File: src/rtl/fetch_pkg.sv
// Shared constants and helpers for the instruction-fetch front end.
package fetch_pkg;

    localparam int INSTR_W = 32;
    localparam int PC_INC  = 4;

    // Instruction shown to decode while the queue is empty (addi x0, x0, 0).
    localparam logic [INSTR_W-1:0] NOP_INSTR = 32'h0000_0013;

    // Widest PC the alignment helper handles; callers size in and out with casts.
    localparam int ALIGN_W = 64;

    // Clear the byte offset so the address points at a whole instruction word.
    function automatic logic [ALIGN_W-1:0] align_pc(input logic [ALIGN_W-1:0] pc);
        return pc & ~ALIGN_W'(3);
    endfunction

endpackage

File: src/rtl/sync_fifo.sv
// Synchronous FIFO with flush; the head entry is read combinationally from storage.
module sync_fifo #(
    parameter int WIDTH = 64,
    parameter int DEPTH = 4
) (
    input  logic                       clk,
    input  logic                       rst,
    input  logic                       flush_i,
    input  logic                       push_i,
    input  logic [WIDTH-1:0]           push_data_i,
    input  logic                       pop_i,
    output logic [WIDTH-1:0]           head_o,
    output logic                       full_o,
    output logic                       empty_o,
    output logic [$clog2(DEPTH+1)-1:0] count_o
);

    localparam int PTR_W = $clog2(DEPTH);
    localparam int CNT_W = $clog2(DEPTH + 1);

    logic [WIDTH-1:0] mem_q [DEPTH];
    logic [PTR_W-1:0] wr_ptr_q, wr_ptr_d;
    logic [PTR_W-1:0] rd_ptr_q, rd_ptr_d;
    logic [CNT_W-1:0] count_q, count_d;

    // Pointer and occupancy next-state; flush wins over any push or pop.
    always_comb begin
        // NOTE: every output of this block gets a default first, so no path leaves a latch behind.
        wr_ptr_d = wr_ptr_q;
        rd_ptr_d = rd_ptr_q;
        count_d  = count_q;
        if (flush_i) begin
            wr_ptr_d = '0;
            rd_ptr_d = '0;
            count_d  = '0;
        end else begin
            if (push_i) wr_ptr_d = wr_ptr_q + PTR_W'(1);
            if (pop_i)  rd_ptr_d = rd_ptr_q + PTR_W'(1);
            case ({push_i, pop_i})
                2'b10:   count_d = count_q + CNT_W'(1);
                2'b01:   count_d = count_q - CNT_W'(1);
                default: count_d = count_q;
            endcase
        end
    end

    // Control registers with synchronous reset.
    always_ff @(posedge clk) begin
        // NOTE: non-blocking assignments keep every register sampling pre-edge values.
        if (rst) begin
            wr_ptr_q <= '0;
            rd_ptr_q <= '0;
            count_q  <= '0;
        end else begin
            wr_ptr_q <= wr_ptr_d;
            rd_ptr_q <= rd_ptr_d;
            count_q  <= count_d;
        end
    end

    // Entry storage write port.
    always_ff @(posedge clk) begin
        // NOTE: storage has no reset; occupancy alone decides which entries are meaningful.
        if (push_i && !flush_i) mem_q[wr_ptr_q] <= push_data_i;
    end

    assign head_o  = mem_q[rd_ptr_q];
    assign count_o = count_q;
    assign empty_o = (count_q == '0);
    assign full_o  = (count_q == CNT_W'(DEPTH));

endmodule

File: src/rtl/fetch_queue.sv
// Decoupled instruction fetch: sequential PC generation, IMEM request/response,
// {pc, instr} queue towards decode, and full flush on EX redirects.
module fetch_queue
    import fetch_pkg::*;
#(
    parameter int              XLEN     = 32,
    parameter int              DEPTH    = 4,
    parameter logic [XLEN-1:0] RESET_PC = '0
) (
    input  logic                       clk,
    input  logic                       rst,
    output logic                       imem_en,
    output logic [XLEN-1:0]            imem_addr,
    input  logic [INSTR_W-1:0]         imem_rdata,
    input  logic                       redirect_valid,
    input  logic [XLEN-1:0]            redirect_pc,
    output logic                       deq_valid,
    input  logic                       deq_ready,
    output logic [XLEN-1:0]            deq_pc,
    output logic [INSTR_W-1:0]         deq_instr,
    output logic [$clog2(DEPTH+1)-1:0] count
);

    localparam int CNT_W   = $clog2(DEPTH + 1);
    localparam int ENTRY_W = XLEN + INSTR_W;

    logic [XLEN-1:0]    pc_q, pc_d;
    logic [XLEN-1:0]    infl_pc_q, infl_pc_d;
    logic               infl_q, infl_d;
    logic               issue, push, pop;
    logic               fifo_full, fifo_empty;
    logic [ENTRY_W-1:0] head;
    logic [CNT_W:0]     occupancy;

    // Queued entries plus the outstanding request: each request owns a slot before it returns.
    assign occupancy = {1'b0, count} + {{CNT_W{1'b0}}, infl_q};

    // A redirect always fetches its target; otherwise fetch only while a slot is free.
    assign issue = !rst && (redirect_valid || (!fifo_full && occupancy < (CNT_W+1)'(DEPTH)));
    assign imem_en = issue;

    // Fetch address: reset PC, aligned redirect target, or the next sequential PC.
    always_comb begin
        if (rst)                 imem_addr = RESET_PC;
        else if (redirect_valid) imem_addr = XLEN'(align_pc(ALIGN_W'(redirect_pc)));
        else                     imem_addr = pc_q;
    end

    // Fetch PC and in-flight tracking next-state.
    always_comb begin
        pc_d      = pc_q;
        infl_d    = 1'b0;
        infl_pc_d = infl_pc_q;
        if (issue) begin
            pc_d      = imem_addr + XLEN'(PC_INC);
            infl_d    = 1'b1;
            infl_pc_d = imem_addr;
        end
    end

    // Fetch PC and in-flight registers.
    always_ff @(posedge clk) begin
        if (rst) begin
            pc_q      <= RESET_PC;
            infl_q    <= 1'b0;
            infl_pc_q <= '0;
        end else begin
            pc_q      <= pc_d;
            infl_q    <= infl_d;
            infl_pc_q <= infl_pc_d;
        end
    end

    // A response arriving alongside a redirect belongs to the wrong path and is dropped.
    assign push      = infl_q && !redirect_valid && !rst;
    assign deq_valid = !fifo_empty && !redirect_valid && !rst;
    assign pop       = deq_valid && deq_ready;

    sync_fifo #(
        .WIDTH (ENTRY_W),
        .DEPTH (DEPTH)
    ) u_fifo (
        .clk         (clk),
        .rst         (rst),
        .flush_i     (redirect_valid),
        .push_i      (push),
        .push_data_i ({infl_pc_q, imem_rdata}),
        .pop_i       (pop),
        .head_o      (head),
        .full_o      (fifo_full),
        .empty_o     (fifo_empty),
        .count_o     (count)
    );

    assign deq_pc    = head[ENTRY_W-1:INSTR_W];
    assign deq_instr = fifo_empty ? NOP_INSTR : head[INSTR_W-1:0];

endmodule

File: config.mk
export PLATFORM = sky130hd
export DESIGN_NAME = fetch_queue
export DESIGN_NICKNAME = d
export VERILOG_FILES = /design/src/rtl/fetch_pkg.sv /design/src/rtl/sync_fifo.sv /design/src/rtl/fetch_queue.sv
export SDC_FILE = /design/constraint.sdc
export NUM_CORES = 1
export LEC_CHECK = 0
export BUFFER_PORTS_ARGS = -buffer_cell sky130_fd_sc_hd__buf_2
export CAP_MARGIN = 20
export CORE_MARGIN = 5
export CORE_UTILIZATION = 30
export CTS_CLUSTER_DIAMETER = 40
export DETAILED_ROUTE_END_ITERATION = 8
export PLACE_DENSITY_LB_ADDON = 0.1
export SYNTH_ARGS = -nofsm -noshare
export SYNTH_HDL_FRONTEND = slang
export SYNTH_SLANG_ARGS = --single-unit
File: constraint.sdc
create_clock -name clk -period 3.9 [get_ports clk]
set_clock_uncertainty 0.2 [all_clocks]
set_input_delay 0 -clock clk [delete_from_list [all_inputs] [get_ports clk]]
set_output_delay 0 -clock clk [all_outputs]
set_load 0.03 [all_outputs]
== Yosys cells after proc, flatten, opt, wreduce, memory -nomap -nowiden ==
Memory sizes are Yosys's and may differ from the RTL's. A register that Yosys moved wholly into a read port is not among the register bits.
Index checks and enable logic that the tools add are counted.

* Flip-flop bits (word level): 72
* RAM bits: 256
* Bits of input ports: 68
* Output and inout port bits: 101
* Word-level logic and storage cells: 42
* Memories: 1

{| class="wikitable"
|+ Memory list
! name !! depth !! width !! rd ports !! clocked after Yosys merged registers in !! write ports !! RTL line !! source
|-
| u_fifo.mem_q || 4 || 64 || 1 || 1 || 1 || sync_fifo.sv:21 || <nowiki>logic [WIDTH-1:0] mem_q [DEPTH];</nowiki>
|}

* Add/subtract/negate cells: 6
* Order comparisons: 1
* Equality and inequality tests: 3
* Muxes and demuxes: 9
* Reduce and logical (&&, ||, !) cells: 16

{| class="wikitable"
|+ Operators by type and width
! kind !! number
|-
| $mux W32 || 3
|-
| $add A32 B3 Y32 const B || 1
|-
| $logic_and A1 B1 Y1 || 8
|-
| $pmux W3 S2 || 1
|-
| $add A2 B1 Y2 const B || 2
|-
| $add A3 B1 Y4 || 1
|-
| $logic_not A1 Y1 || 4
|-
| $lt A4 B3 Y1 const B || 1
|-
| $mux W2 || 2
|-
| $add A3 B1 Y3 const B || 1
|-
| $eq A3 B3 Y1 const B || 1
|-
| $logic_not A3 Y1 || 1
|-
| $mux W1 || 3
|-
| $sub A3 B1 Y3 const B || 1
|-
| $eq A2 B1 Y1 const B || 1
|-
| $eq A2 B2 Y1 const B || 1
|-
| $reduce_bool A2 Y1 || 1
|-
| $reduce_or A2 Y1 || 1
|-
| $logic_or A1 B1 Y1 || 1
|}

== Longest topological paths before layout ==
* Depth after elaboration: 7
* Mapped depth: 13

== Modules after synthesis ==
Synthesis repeated with hierarchy kept, for this count alone.

* Cell total of the unflattened synthesis: 877
* Area, all modules: 13690.6 um2

{| class="wikitable"
|+ Modules (own cells, without submodules)
! module !! times used !! cells each !! area an instance (um2) !! sequential area each (um2)
|-
| sync_fifo || 1 || 383 || 9754.4 || 7867.5
|-
| fetch_queue || 1 || 494 || 3936.3 || 1261.2
|}

== Worst setup path after synthesis ==
Ideal clock, no wire load.

* Path type: input to register
* Start point: input redirect_valid
* End point: memory u_fifo.mem_q[0][0], enable pin
* Arrival: 2.593 ns
* Data required time: 3.271 ns
* Path slack: 0.677 ns
* Cell stages on the path: 7
* Buffers on the path: 5
* Cell sequence: buf_6 buf_6 buf_6 buf_4 buf_4 nor2_1 and3_1

* Word-level cells in the longest chain between the ends: 6

{| class="wikitable"
|+ Ends and longest elaborated chain
! element !! RTL line !! source
|-
| start: declaration || fetch_queue.sv:15 || <nowiki>input logic redirect_valid,</nowiki>
|-
| $logic_not A1 Y1 (*) || sync_fifo.sv:64, fetch_queue.sv:75 ||
|-
| $logic_and A1 B1 Y1 (2 in series) || fetch_queue.sv:75 || <nowiki>assign push = infl_q && !redirect_valid && !rst;</nowiki>
|-
| $logic_and A1 B1 Y1 (*) || sync_fifo.sv:64 || <nowiki>if (push_i && !flush_i) mem_q[wr_ptr_q] <= push_data_i;</nowiki>
|-
| $mux W1 (*) || sync_fifo.sv:64 ||
|-
| $mux W1 (not written as such) (*) || sync_fifo.sv:64 ||
|-
| end: declaration || sync_fifo.sv:21 ||
|}

Mark *: on every way between the ends. The rest lies on a longest branch, timed or not.

== Final worst setup path ==
* Start point: input redirect_valid
* End point: register pc_q[31]

* Word-level cells in the longest chain between the ends: 3
* Elaborated cells between the ends (all ways): 5

{| class="wikitable"
|+ Ends and longest elaborated chain
! element !! RTL line !! source
|-
| $mux W32 || fetch_queue.sv:45 || <nowiki>else if (redirect_valid) imem_addr = XLEN'(align_pc(ALIGN_W'(redirect_pc)));</nowiki>
|-
| $mux W32 || fetch_queue.sv:44 || <nowiki>if (rst) imem_addr = RESET_PC;</nowiki>
|-
| $add A32 B3 Y32 || fetch_queue.sv:55 || <nowiki>pc_d = imem_addr + XLEN'(PC_INC);</nowiki>
|-
| end signal: assignment || fetch_queue.sv:68 || <nowiki>pc_q <= pc_d;</nowiki>
|-
| end: declaration || fetch_queue.sv:27 || <nowiki>logic [XLEN-1:0] pc_q, pc_d;</nowiki>
|}

Several ways; a longest one is shown, not always the timed one.
A chain may end at the register's enable or synchronous reset.

==> flow_summary.json <==
{
  "required_ns": 4.16,
  "final_min_period_over_clock_period_pct": 92.4,
  "cts-htree-levels": 2,
  "setup_viol": 0,
  "cts_tree": "done",
  "worst_slack_ns": 0.295,
  "synth-seq-area-share_pct": 67.3,
  "rsz0062_at_grt": "no",
  "floorplan.rows": 77,
  "drive_above_1_share_pct": 30.4,
  "area_growth_syn_to_layout_pct": 34.7,
  "initial_utilization_pct": 30.5,
  "yosys.area.top_type_share_pct": 56.7,
  "max-slew-margin-rel_pct": 42.5,
  "critPathMaxFanout": 41,
  "setup.worst_path.start": "redirect_valid",
  "post_synth.cell_area_avg_um2": 15.3,
  "switching_power_mw": 2.05,
  "p_int_mw": 7.38,
  "placed_cells_incl_taps": 1613,
  "diodes": 0,
  "finalWeightedCongestion": 0.747,
  "first_global_vias": 8866,
  "syn_nets": 960,
  "synthesis.yosys.warnings": 0,
  "final_cell_count_no_fill": 1828,
  "clockPowerShare_pct": 54.1,
  "p_comb_share_pct": 5.0,
  "grt_pass1_wl_um": 54100,
  "setup.worst_path.class": "in -> reg",
  "timing.critical_path.arrival_ns": 3.87,
  "die_h_um": 223,
  "drt-wirelength-per-cell_um": 19.1,
  "die_outline_width_um": 223,
  "netSwitchingFraction_pct": 21.8,
  "min-delay-path-class": "in -> reg",
  "number_of_max_slew_violations_in_the_final_report": 0,
  "cts_num_sinks": 328,
  "synthCells": 885,
  "drtPass1Iterations": 4,
  "core_area_um2": 44500,
  "ff2ff_path_depth": 8,
  "max-cap-violations": 0,
  "yosysUniqueCellTypes": 61,
  "cell_type_contributing_the_most_total_cell_area_after_synthesis": "sky130_fd_sc_hd__edfxtp_1",
  "critical_path.reg2reg.startpoint": "pc_q[2]",
  "status": "finished, final reports clean",
  "dp_worst_setup_slack_ns": 0.981,
  "synth_top_flop_cell": "sky130_fd_sc_hd__edfxtp_1",
  "synth_area_um2": 13600,
  "route.detailed.vias_per_inst": 4.67,
  "tightest_slew_ns": 0.863,
  "synth_enable_flop_cells": 256,
  "initialDrtViolationCount": 424,
  "design.die.area_um2": 49500,
  "tns_ns": 0,
  "async_reset_ff_share_pct": 0,
  "clock_latency_ns": 0.58,
  "grt_start_max_net_pins": 53,
  "cts.reportedPaths.clkPinSlew_ns": 0.05,
  "maxClockFrequency_ghz": 0.277,
  "worst_r2r_endpoint": "pc_q[22]",
  "cp-start-kind": "primary input",
  "routed_wl_um": 34900,
  "grt_usage_pct": 13.9,
  "grt_antenna_before_repair": 0,
  "layout.nets": 1265,
  "ff2ff_setup_slack_ns": 0.52,
  "ios": 169,
  "clk_root_buffer_cell": "sky130_fd_sc_hd__clkbuf_16",
  "finalHoldViolCount": 0,
  "dpl.hpwl_um": 21800,
  "timing.critical_path.to": "pc_q[31]",
  "cts_buffer_depth": 3,
  "grt_remaining_overflow": 0,
  "antenna_left": 0,
  "irDropWorstVdd_mv": 0.272,
  "cellPowerDensity_nw_per_um2": 517,
  "sequentialPowerShare_pct": 40.9,
  "cts_inserted_buffers": 54,
  "end_kind": "flip-flop",
  "port-buffer-count": 166,
  "synth.ff_latch_count": 328,
  "yosys-top-cells-area": "sky130_fd_sc_hd__edfxtp_1, sky130_fd_sc_hd__dfxtp_1, sky130_fd_sc_hd__mux4_2",
  "fin_total_pwr_mw": 9.44,
  "finalCriticalPeriod_ns": 3.60,
  "drc": 0,
  "routed_vias": 8541,
  "p_leak_nw": 6.45
}
==> cell usage in the layout, fill, tap and decap left out, types with 29 or more instances in the layout <==
master / instances
sky130_fd_sc_hd__nor2_1: 74
sky130_fd_sc_hd__clkbuf_16: 55
sky130_fd_sc_hd__mux2i_1: 31
sky130_fd_sc_hd__dlygate4sd3_1: 113
sky130_fd_sc_hd__buf_2: 165
sky130_fd_sc_hd__mux4_2: 64
sky130_fd_sc_hd__edfxtp_1: 256
sky130_fd_sc_hd__nand2_1: 88
sky130_fd_sc_hd__nor2b_1: 29
sky130_fd_sc_hd__a21oi_1: 33
sky130_fd_sc_hd__dfxtp_1: 70
==> synth_stat cells, types with 9 or more instances <==
cell type and number:
sky130_fd_sc_hd__a211oi_1 13, sky130_fd_sc_hd__a21oi_1 33, sky130_fd_sc_hd__a311oi_1 9, sky130_fd_sc_hd__buf_1 11, sky130_fd_sc_hd__buf_2 10, sky130_fd_sc_hd__clkbuf_1 24
sky130_fd_sc_hd__dfxtp_1 72, sky130_fd_sc_hd__edfxtp_1 256, sky130_fd_sc_hd__mux2i_1 31, sky130_fd_sc_hd__mux4_2 64, sky130_fd_sc_hd__nand2_1 89, sky130_fd_sc_hd__nand3_1 18
sky130_fd_sc_hd__nor2_1 74, sky130_fd_sc_hd__nor2b_1 29, sky130_fd_sc_hd__nor4_1 11, sky130_fd_sc_hd__o21ai_0 9, sky130_fd_sc_hd__xor2_1 11
==> power by group through the flow <==
stage	combinational, mW	sequential [mW]	clock [mW]
3_3_place_gp	0.394	3.93	0
4_1_cts	0.484	3.86	5.26
3_5_place_dp	0.395	3.93	0
2_1_floorplan	0.245	3.92	0
5_1_grt	0.519	3.86	5.43
6_report	0.476	3.86	5.11
==> flip-flops by register name, summed over array words and instances (netlist names), named ones only <==
register         flops
u_fifo.wr_ptr_q      2
u_fifo.rd_ptr_q      2
infl_q               1
infl_pc_q           30
pc_q                32
u_fifo.count_o       3
u_fifo.mem_q       256
==> logic make-up after synthesis <==
kind of cell,share of synthesized area (%)
adder cells (fa/ha/maj),0.701
buffers and inverters,2.09
AO/OA/AOI/OAI,5.09
flip-flops,67.3
AND/OR/NAND/NOR,10.8
XOR/XNOR,1.03
multiplexers,12.9
==> worst min-delay path by stage <==
stage	from	endpoint	slack, ns	cells after the start
CTS	rst	pc_q[2]	0.22	3
detailed placement	imem_rdata[29]	u_fifo.mem_q[0][29]	0.02	1
floorplan	imem_rdata[0]	u_fifo.mem_q[0][0]	-0.10	0
global route	rst	infl_pc_q[2]	0.27	3
global placement	imem_rdata[15]	u_fifo.mem_q[0][15]	0.02	1
finish	rst	pc_q[2]	0.25	3
==> worst max-delay path, stage by stage <==
cell and delay (ns):
sky130_fd_sc_hd__dlygate4sd3_1 0.52, sky130_fd_sc_hd__buf_2 0.21, sky130_fd_sc_hd__buf_6 0.37, sky130_fd_sc_hd__nand3_1 0.11, sky130_fd_sc_hd__dlygate4sd3_1 0.59, sky130_fd_sc_hd__a211oi_1 0.37
sky130_fd_sc_hd__nand4_1 0.16, sky130_fd_sc_hd__o41ai_1 0.25, sky130_fd_sc_hd__dlygate4sd3_1 0.59, sky130_fd_sc_hd__o31ai_1 0.08, sky130_fd_sc_hd__dlygate4sd3_1 0.61
==> layout make-up <==
class	instances	area, µm²
clock inverters	37	529
fillers	4227	26200
multi-input cells	497	4170
well taps	592	741
clock buffers	65	1450
flip-flops and latches	328	9140
inverters	7	26.3
repair buffers	302	2200
==> routing by layer <==
layer,routed length (µm),GRT usage [%],up-vias
li1,-,-,4055
met1,16300,19.4,4227
met4,645,3.97,0
met2,16200,21.9,209
met5,0,0,-
met3,1790,3.18,50
==> repair_timing <==
action | CTS | global route
hold buffers | 113 | 0
setup endpoints to repair | 0 | 1
endpoints found under the hold margin | 190 | 0
gates resized for setup | 0 | 1
setup buffers | 0 | 0
==> per-stage QoR <==
| step | instance area [µm²] | hold slack [ns] | utilization [%] |
|---|---|---|---|
| finish | 18300 | 0.248 | 41.0 |
| global route | 18300 | 0.265 | 41.0 |
| CTS | 18300 | 0.219 | 41.0 |
| detailed placement | 15100 | 0.0221 | 34.0 |
| global placement | 15100 | 0.0216 | 34.0 |
| floorplan | 13600 | -0.101 | - |
No activity file was read; power rests on OpenSTA's default activity.
